[config.mk]
export PLATFORM = sky130hd
export DESIGN_NAME = mine_board_writer
export DESIGN_NICKNAME = d
export VERILOG_FILES = /design/src/rtl/minesweeper_pkg.sv /design/src/rtl/mine_lfsr.sv /design/src/rtl/mine_board_writer.sv
export SDC_FILE = /design/constraint.sdc
export NUM_CORES = 1
export LEC_CHECK = 0
export CORE_AREA = 2 2 135 137
export DETAILED_ROUTE_END_ITERATION = 6
export DIE_AREA = 0 0 137 139
export PLACE_DENSITY = 0.68
export SLEW_MARGIN = 10
export SYNTH_ARGS = -nofsm -noshare
export SYNTH_HDL_FRONTEND = slang
export SYNTH_SLANG_ARGS = --single-unit
[constraint.sdc]
create_clock -name clk -period 10.5 [get_ports clk]
set_input_delay 2.1 -clock clk [delete_from_list [all_inputs] [get_ports clk]]
set_output_delay 2.1 -clock clk [all_outputs]
set_load 0.1 [all_outputs]
[src/rtl/minesweeper_pkg.sv]
// Shared board geometry, cell word layout and writer FSM states for the minesweeper core.
package minesweeper_pkg;

    localparam int BOARD_DIM = 8;
    localparam int CELL_W    = 9;
    localparam int MINE_BIT  = 0;
    localparam int CNT_LSB   = 1;
    localparam int CNT_W     = 4;

    // Galois feedback mask for x^8+x^6+x^5+x^4+1 (right-shifting form)
    localparam logic [7:0] LFSR_TAPS = 8'hB8;

    typedef struct packed {
        logic [3:0]       flags;
        logic [CNT_W-1:0] count;
        logic             mine;
    } cell_t;

    typedef enum logic [1:0] {
        IDLE  = 2'd0,
        PLACE = 2'd1,
        WRITE = 2'd2,
        DONE  = 2'd3
    } fsm_state_t;

endpackage

[src/rtl/mine_lfsr.sv]
// Galois LFSR used to pick mine candidates; a zero load value is replaced by the default seed.
module mine_lfsr #(
    parameter int             W            = 8,
    parameter logic [W-1:0]   TAPS         = 8'hB8,
    parameter logic [W-1:0]   DEFAULT_SEED = 8'hA5
) (
    input  logic         clk,
    input  logic         rst_n,
    input  logic         load,
    input  logic [W-1:0] seed,
    input  logic         en,
    output logic [W-1:0] value
);

    always_ff @(posedge clk or negedge rst_n) begin
        if (!rst_n) begin
            value <= DEFAULT_SEED;
        end else if (load) begin
            value <= (seed == '0) ? DEFAULT_SEED : seed;
        end else if (en) begin
            value <= value[0] ? ((value >> 1) ^ TAPS) : (value >> 1);
        end
    end

endmodule

[src/rtl/mine_board_writer.sv]
// Places mines pseudo-randomly into a 64-bit bitmap, then streams every cell word
// (mine bit plus neighbour count) to the board matrix, one cell per cycle.
module mine_board_writer #(
    parameter int               CELL_W       = 9,
    parameter int               LFSR_W       = 8,
    parameter logic [LFSR_W-1:0] DEFAULT_SEED = 8'hA5
) (
    input  logic              clk,
    input  logic              rst_n,
    input  logic              start,
    input  logic [LFSR_W-1:0] seed,
    input  logic [6:0]        mine_count,
    input  logic              safe_en,
    input  logic [3:0]        safe_x,
    input  logic [3:0]        safe_y,
    output logic              busy,
    output logic              done,
    output logic              wr_en,
    output logic [3:0]        wr_x,
    output logic [3:0]        wr_y,
    output logic [CELL_W-1:0] wr_data,
    output logic [6:0]        mines_placed
);
    import minesweeper_pkg::*;

    fsm_state_t        state_reg, state_next;
    logic [63:0]       bitmap_reg;
    logic [6:0]        target_reg;
    logic              safe_en_reg;
    logic [5:0]        safe_idx_reg;
    logic [5:0]        idx_reg;
    logic [LFSR_W-1:0] lfsr_value;
    logic [5:0]        cand;
    logic              accept;
    logic              place_hit;
    logic [6:0]        target_next;
    cell_t             cell_next;

    function automatic logic [CNT_W-1:0] neighbour_count(input logic [63:0] map,
                                                         input logic [5:0]  idx);
        logic [CNT_W-1:0] n;
        logic [5:0]       nidx;
        int               x, y, nx, ny;
        n = '0;
        x = int'(idx[2:0]);
        y = int'(idx[5:3]);
        for (int dy = -1; dy <= 1; dy++) begin
            for (int dx = -1; dx <= 1; dx++) begin
                nx = x + dx;
                ny = y + dy;
                if (!(dx == 0 && dy == 0) && nx >= 0 && nx < BOARD_DIM &&
                    ny >= 0 && ny < BOARD_DIM) begin
                    nidx = 6'(ny * BOARD_DIM + nx);
                    if (map[nidx]) begin
                        n = n + CNT_W'(1);
                    end
                end
            end
        end
        return n;
    endfunction

    mine_lfsr #(
        .W            (LFSR_W),
        .TAPS         (LFSR_TAPS),
        .DEFAULT_SEED (DEFAULT_SEED)
    ) u_lfsr (
        .clk   (clk),
        .rst_n (rst_n),
        .load  (accept),
        .seed  (seed),
        .en    (state_reg == PLACE),
        .value (lfsr_value)
    );

    // The safe cell consumes one square, so at most 63 mines fit when it is enabled.
    always_comb begin
        if (safe_en) begin
            target_next = (mine_count > 7'd63) ? 7'd63 : mine_count;
        end else begin
            target_next = (mine_count > 7'd64) ? 7'd64 : mine_count;
        end
    end

    always_comb begin
        state_next = state_reg;
        accept     = 1'b0;
        place_hit  = 1'b0;
        cand       = lfsr_value[5:0];
        case (state_reg)
            IDLE: begin
                if (start) begin
                    accept     = 1'b1;
                    state_next = PLACE;
                end
            end
            PLACE: begin
                if (mines_placed == target_reg) begin
                    state_next = WRITE;
                end else if (!bitmap_reg[cand] &&
                             !(safe_en_reg && cand == safe_idx_reg)) begin
                    place_hit = 1'b1;
                end
            end
            WRITE: begin
                if (idx_reg == 6'd63) begin
                    state_next = DONE;
                end
            end
            DONE: begin
                state_next = IDLE;
            end
            default: state_next = IDLE;
        endcase
    end

    always_comb begin
        cell_next       = '0;
        cell_next.mine  = bitmap_reg[idx_reg];
        cell_next.count = neighbour_count(bitmap_reg, idx_reg);
    end

    always_ff @(posedge clk or negedge rst_n) begin
        if (!rst_n) begin
            state_reg    <= IDLE;
            bitmap_reg   <= '0;
            target_reg   <= '0;
            safe_en_reg  <= 1'b0;
            safe_idx_reg <= '0;
            idx_reg      <= '0;
            mines_placed <= '0;
            busy         <= 1'b0;
            done         <= 1'b0;
            wr_en        <= 1'b0;
            wr_x         <= '0;
            wr_y         <= '0;
            wr_data      <= '0;
        end else begin
            state_reg <= state_next;
            wr_en     <= 1'b0;
            done      <= 1'b0;
            case (state_reg)
                IDLE: begin
                    if (accept) begin
                        bitmap_reg   <= '0;
                        mines_placed <= '0;
                        target_reg   <= target_next;
                        safe_en_reg  <= safe_en;
                        safe_idx_reg <= {safe_y[2:0], safe_x[2:0]};
                        idx_reg      <= '0;
                        busy         <= 1'b1;
                    end
                end
                PLACE: begin
                    if (place_hit) begin
                        bitmap_reg[cand] <= 1'b1;
                        mines_placed     <= mines_placed + 7'd1;
                    end
                end
                WRITE: begin
                    wr_en   <= 1'b1;
                    wr_x    <= {1'b0, idx_reg[2:0]};
                    wr_y    <= {1'b0, idx_reg[5:3]};
                    wr_data <= CELL_W'(cell_next);
                    idx_reg <= idx_reg + 6'd1;
                end
                DONE: begin
                    busy <= 1'b0;
                    done <= 1'b1;
                end
                default: ;
            endcase
        end
    end

    logic unused_bits;
    assign unused_bits = &{1'b0, safe_x[3], safe_y[3], lfsr_value[LFSR_W-1:6]};

endmodule

After elaboration in Yosys (flattened, before gate mapping)
Index checks and enable logic that the tools add are counted.

cells by class
  add/subtract/negate cells = 21
  magnitude comparators = 25
  equality and inequality tests = 11
  multiplexer cells = 66
  bitwise operators = 2
  reductions and logical operators = 35

operators with widths
  cell                                                                          count
  64-bit 2-to-1 mux                                                             2
  64-bit case mux with 2 select lines                                           1
  6-bit by 7-bit less-than comparator with 1-bit output, second input constant  10
  64-bit bitwise OR                                                             1
  1-bit binary-select mux with 6-bit select                                     10
  4-bit 2-to-1 mux                                                              14
  7-bit 2-to-1 mux                                                              5
  8-bit 2-to-1 mux                                                              4
  4-bit by 1-bit adder with 4-bit output, second input constant                 7
  1-bit logical AND                                                             22
  1-bit 2-to-1 mux                                                              21
  6-bit by 4-bit adder with 6-bit output                                        3
  6-bit by 5-bit adder with 6-bit output                                        3
  7-bit case mux with 2 select lines                                            1
  6-bit adder                                                                   2
  6-bit case mux with 2 select lines                                            1
  4-bit by 1-bit adder with 5-bit output, second input constant                 2
  5-bit by 1-bit >= comparator with 1-bit output, second input constant         2
  5-bit less-than comparator, second input constant                             2
  2-bit inequality test, second input constant                                  5
  3-bit by 1-bit adder with 4-bit output, second input constant                 2
  4-bit by 1-bit >= comparator with 1-bit output, second input constant         2
  8-bit logical NOT                                                             1
  3-bit by 4-bit less-than comparator with 1-bit output, second input constant  2
  23 further kinds                                                              35

storage, ports and cells
  bits in registers = 115
  input port bits = 27
  output and inout port bits = 27
  logic and storage cells = 174

Depth between registers and ports, before layout
  depth in word-level cells = 27
  mapped depth = 31
  mapped depth without buffers = 28

By module
From an unflattened synthesis, not the netlist that was laid out.

second synthesis, totals
  cell total of the unflattened synthesis = 940
  area total of the unflattened synthesis = 9207.6 µm²

by module, submodules not included
  module             times used  cells each  area each (µm²)  sequential area each (µm²)
  mine_board_writer  1           896         8740.9           2677.6
  mine_lfsr          1           44          466.7            205.2

Worst setup path after synthesis
Ideal clock, no wire load.

  path kind = reg-to-reg
  start point = register idx_reg[1]
  end point = register wr_data[4]
  setup time = 0.070 ns
  arrival time = 6.758 ns
  data required time = 10.430 ns
  slack = 3.671 ns
  stages on the path, launching flop included = 31
  path buffers = 4
  period minus slack after synthesis = 6.829 ns
  path through = dfrtp_1 buf_1 clkbuf_1 inv_1 ha_1 buf_2 buf_6 mux4_2 mux2i_1 nor2_1 a21oi_1 mux2i_1 o2111a_1 ha_1 nand2_1 inv_1 mux2i_2 inv_2 ha_1 a221o_1 xnor2_1 mux2_2 ha_1 mux2_2 ha_1 nand2_1 xnor2_1 xnor2_1 or3b_4 a211oi_2 nand3b_1

between the ends
  longest elaborated chain between the ends = 27
  elaborated cells between the ends (all ways) = 74
  classes of those cells = 17 x add/sub; 6 x order compare; 32 x mux; 19 x reduce/logical

ends and longest elaborated chain
  what                                                                                   RTL line                                          text
  start, declared                                                                        mine_board_writer.sv:31                           logic [5:0] idx_reg;
  start signal, assigned                                                                 mine_board_writer.sv:165                          idx_reg <= idx_reg + 6'd1;
  4-bit by 1-bit adder with 5-bit output                                                 mine_board_writer.sv:49                           nx = x + dx;
  6-bit by 5-bit adder with 6-bit output, or another cell as far along                   mine_board_writer.sv:53                           nidx = 6'(ny * BOARD_DIM + nx);
  1-bit binary-select mux with 6-bit select / 1-bit logical AND (equally long branches)  mine_board_writer.sv:54, mine_board_writer.sv:51
  1-bit 2-to-1 mux (implied by the code) / 1-bit logical AND (equally long branches)     mine_board_writer.sv:54, mine_board_writer.sv:51
  1-bit 2-to-1 mux / 1-bit logical AND (equally long branches)                           mine_board_writer.sv:54, mine_board_writer.sv:52
  1-bit 2-to-1 mux                                                                       mine_board_writer.sv:51                           if (!(dx == 0 && dy == 0) && nx >= 0 && nx < BOARD_DIM &&
  4-bit by 1-bit adder with 4-bit output                                                 mine_board_writer.sv:55                           n = n + CNT_W'(1);
  4-bit 2-to-1 mux                                                                       mine_board_writer.sv:54                           if (map[nidx]) begin
  [11 not listed]                                                                        --
  4-bit 2-to-1 mux                                                                       mine_board_writer.sv:54
  4-bit 2-to-1 mux                                                                       mine_board_writer.sv:51
  4-bit by 1-bit adder with 4-bit output                                                 mine_board_writer.sv:55
  4-bit 2-to-1 mux                                                                       mine_board_writer.sv:54
  4-bit 2-to-1 mux                                                                       mine_board_writer.sv:51
  4-bit by 1-bit adder with 4-bit output                                                 mine_board_writer.sv:55
  4-bit 2-to-1 mux                                                                       mine_board_writer.sv:54
  4-bit 2-to-1 mux (*)                                                                   mine_board_writer.sv:51
  end signal, assigned                                                                   mine_board_writer.sv:164                          wr_data <= CELL_W'(cell_next);
  end, declared                                                                          mine_board_writer.sv:21                           output logic [CELL_W-1:0] wr_data,

Mark *: on every way between the ends. The rest lies on a longest branch, timed or not. The select of a mux whose other input is x is not followed.
A chain may end at the register's enable or synchronous reset.

Worst setup path after layout
  start point = register idx_reg[0]
  end point = register wr_data[4]

The elaborated chain is that of the path after synthesis.

==> flow_summary.toml <==
[sta]
period_needed_ns = 7.78
fmax_mhz = 128
worst_clock_skew_ns = 0.00952
maxSlewViolCount = 0
holdWs_ns = 0.483
finalHoldViolCount = 0
finalSetupTns_ns = 0
worst_pin_slew_ns = 1.12
setup-violations-final = 0
relSlewSlack_pct = 25.1
rsz0062_at_grt = "false"
period_share_pct = 74.1

[logic_synthesis]
ys_seq_area_share_pct = 33.5
synth_seq_cells = 115
async_flop_share_pct = 100
yosysWarnings = 0
synth_ff_type = "dfrtp_1"
synth_area_sq_um = 8600
synth_edf_count = 0
avgSynthCellArea_sq_um = 9.98
syn-instance-count = 861
yosysUniqueCellTypes = 79

[critical_path]
cp_common_cell = "ha_1"
r2r_setup_slack_ns = 2.72
cp-start-kind = "flip-flop"
reg2reg_from = "idx_reg[0]$_DFFE_PN0P_"
critPathCaptureType = "flip-flop"
crit_fanout = 51
critPathRequiredTime_ns = 10.85
max_stage_delay_ns = 0.74
ff2ff_path_depth = 28
cp_slowest_cell = "ha_1"
critPathLaunch = "idx_reg[0]$_DFFE_PN0P_"
cp.arrival_ns = 8.13
path_class = "flip-flop to flip-flop"

[routing]
via_per_inst = 6.21
drc = 0
wl_per_cell_um = 20.1
wl_mm = 22.5
drt-pass1-iter-count = 5
drtIter0Drc = 710
antenna_left = 0
num_vias = 6949

[floorplan]
io_pins = 54
fp.dieH_um = 139
die_w_um = 137
start_util_pct = 48.7
core-area_sq_um = 17700
num_rows = 49
die-area_sq_um = 19000

[finish]
final_common_cell = "dfrtp_1"
largest_reg_flops = 64
num_antenna_cells = 0
multi_input_area_sq_um = 5330
most-common-layout-cells = "110 x dfrtp_1, 102 x nor2_1, 94 x nand2_1"
drive_above_1_share_pct = 15.5
fin_nets = 930
regArea_sq_um = 2880
area_growth_pct = 12.5
nFillCells = 1557
fin_cells = 1119

[clocking]
cts_resized = 0
cts_sinks = 115
clk_latency_ns = 0.42
cts.path.max_buffers = 2
cts.clk_slew.worst_paths_ns = 0.06
htreeDepth = 4
holdBufCountCts = 0
cts-root-buf = "clkbuf_16"
cts_tree = "built"
postCtsSetupBuffers = 0
cts_buffers = 17

[place]
dp.cells = 1087
port_buffers = 45
dp_hpwl_mm = 15.5
place.gp.congestion = 0.905

[pwr]
seq_power_share_pct = 42.1
powerDensity_nw_per_um2 = 109
pwr-share-clk_pct = 53.7
p_int_uw = 810
irDropWorstVdd_uv = 105
comb_power_share_pct = 4.2
cellLeakagePower_nw = 4.11
sw_frac_of_total_pct = 23.3
p_switching_uw = 246

[global_routing]
grt_overflow = 0
track_usage_pct = 24.6
antenna_found_initial = 0
grt_max_degree = 76
grt_pass1_wl_mm = 36.4
first_global_vias = 6723

[run_status]
run_status = "complete, no violations"

[run]
drv_cap = 0

[min_path]
min_path_type = "flip-flop to flip-flop"
hold-path-cell-count = 2
min_from = "safe_en_reg$_DFFE_PN0P_"
## path summary, 6_finish.rpt
path                                         endpoint
max in group asynchronous      idx_reg[0]$_DFFE_PN0P_
max reg2reg                    wr_data[4]$_DFFE_PN0P_
min reg2reg                   safe_en_reg$_DFFE_PN0P_
min                           safe_en_reg$_DFFE_PN0P_
min in group asynchronous  bitmap_reg[41]$_DFFE_PN0P_
max                            wr_data[4]$_DFFE_PN0P_
## cell usage after synthesis (3+ instances only)
master,number,share of area (%)
o22ai_1,3,0.22
dfrtp_1,111,32
nor3b_1,9,0.79
inv_1,23,1.0
fa_1,3,0.70
o21ai_0,33,1.9
mux2i_1,52,6.1
a31oi_1,7,0.51
mux2_2,19,2.5
nand4_1,6,0.44
buf_2,6,0.35
xnor2_1,25,2.5
mux4_2,53,14
ha_1,23,3.3
nand2_1,94,4.1
nand3b_1,4,0.35
clkbuf_1,26,1.1
buf_4,10,0.87
nor4_1,5,0.36
nor2_1,102,4.5
and2_1,10,0.73
xor2_1,12,1.2
nor3_1,12,0.70
mux4_1,6,1.8
buf_1,15,0.65
a221oi_1,5,0.51
o31ai_1,3,0.26
nand3_1,11,0.64
nor2b_1,5,0.36
dfstp_2,4,1.2
a22oi_1,6,0.52
nand2b_1,6,0.44
and3_1,6,0.44
o211ai_1,5,0.44
a22o_1,3,0.31
a21oi_1,88,5.1
## cell families after synthesis
family / synth area share [%]
xor gates and xnor gates: 4.54
adders and majority gates: 4.05
muxes: 25.2
buffers and inverters: 4.86
other: 0.0436
AOI/OAI and AO/OA: 12.5
DFF: 33.5
and+or+nand+nor: 15.3
## per-stage QoR
step | utilization (%) | cell area [sq um] | power (mW) | setup slack [ns]
after global routing | 54.8 | 9670 | 1.08 | 2.18
final | 54.8 | 9670 | 1.06 | 2.72
after detailed placement | 51.6 | 9100 | 0.497 | 2.78
after global placement | 51.6 | 9100 | 0.496 | 2.84
after CTS | 54.8 | 9670 | 1.06 | 2.72
after floorplan | - | 8610 | 0.476 | 3.67
## power by group through the flow
| stage | clock network [mW] | registers [mW] | logic [mW] |
|---|---|---|---|
| 2_1_floorplan | 0 | 0.452 | 0.0239 |
| 3_3_place_gp | 0 | 0.452 | 0.0442 |
| 3_5_place_dp | 0 | 0.452 | 0.0446 |
| 4_1_cts | 0.574 | 0.444 | 0.0449 |
| 5_1_grt | 0.592 | 0.444 | 0.0487 |
| 6_report | 0.567 | 0.444 | 0.0440 |
## critical path: cells and delay by family (launching register included)
family	cells	cell delay, ns
buf+inv	5	1.47
mux	7	2.19
flops	1	0.33
xor+xnor	3	0.39
simple gates	5	0.76
compound gates	3	0.67
fa+ha+maj	5	1.86
## per-layer routing
layer	vias to the layer above	part of all wire, %	GRT usage, %
li1	3174	-	-
met1	3484	44	35.8
met2	263	47	37.2
met3	28	6.6	4.79
met4	0	1.6	7.60
met5	-	0	0
## layout make-up
class	instances	area share, %
clock buffers	22	4.70
clock inverters	10	1.16
inverters	25	0.970
multi-input cells	664	55.1
flip-flops and latches	115	29.8
well taps	229	2.96
repair buffers	54	5.33
Note: power is estimated with default switching activity, not from simulation.
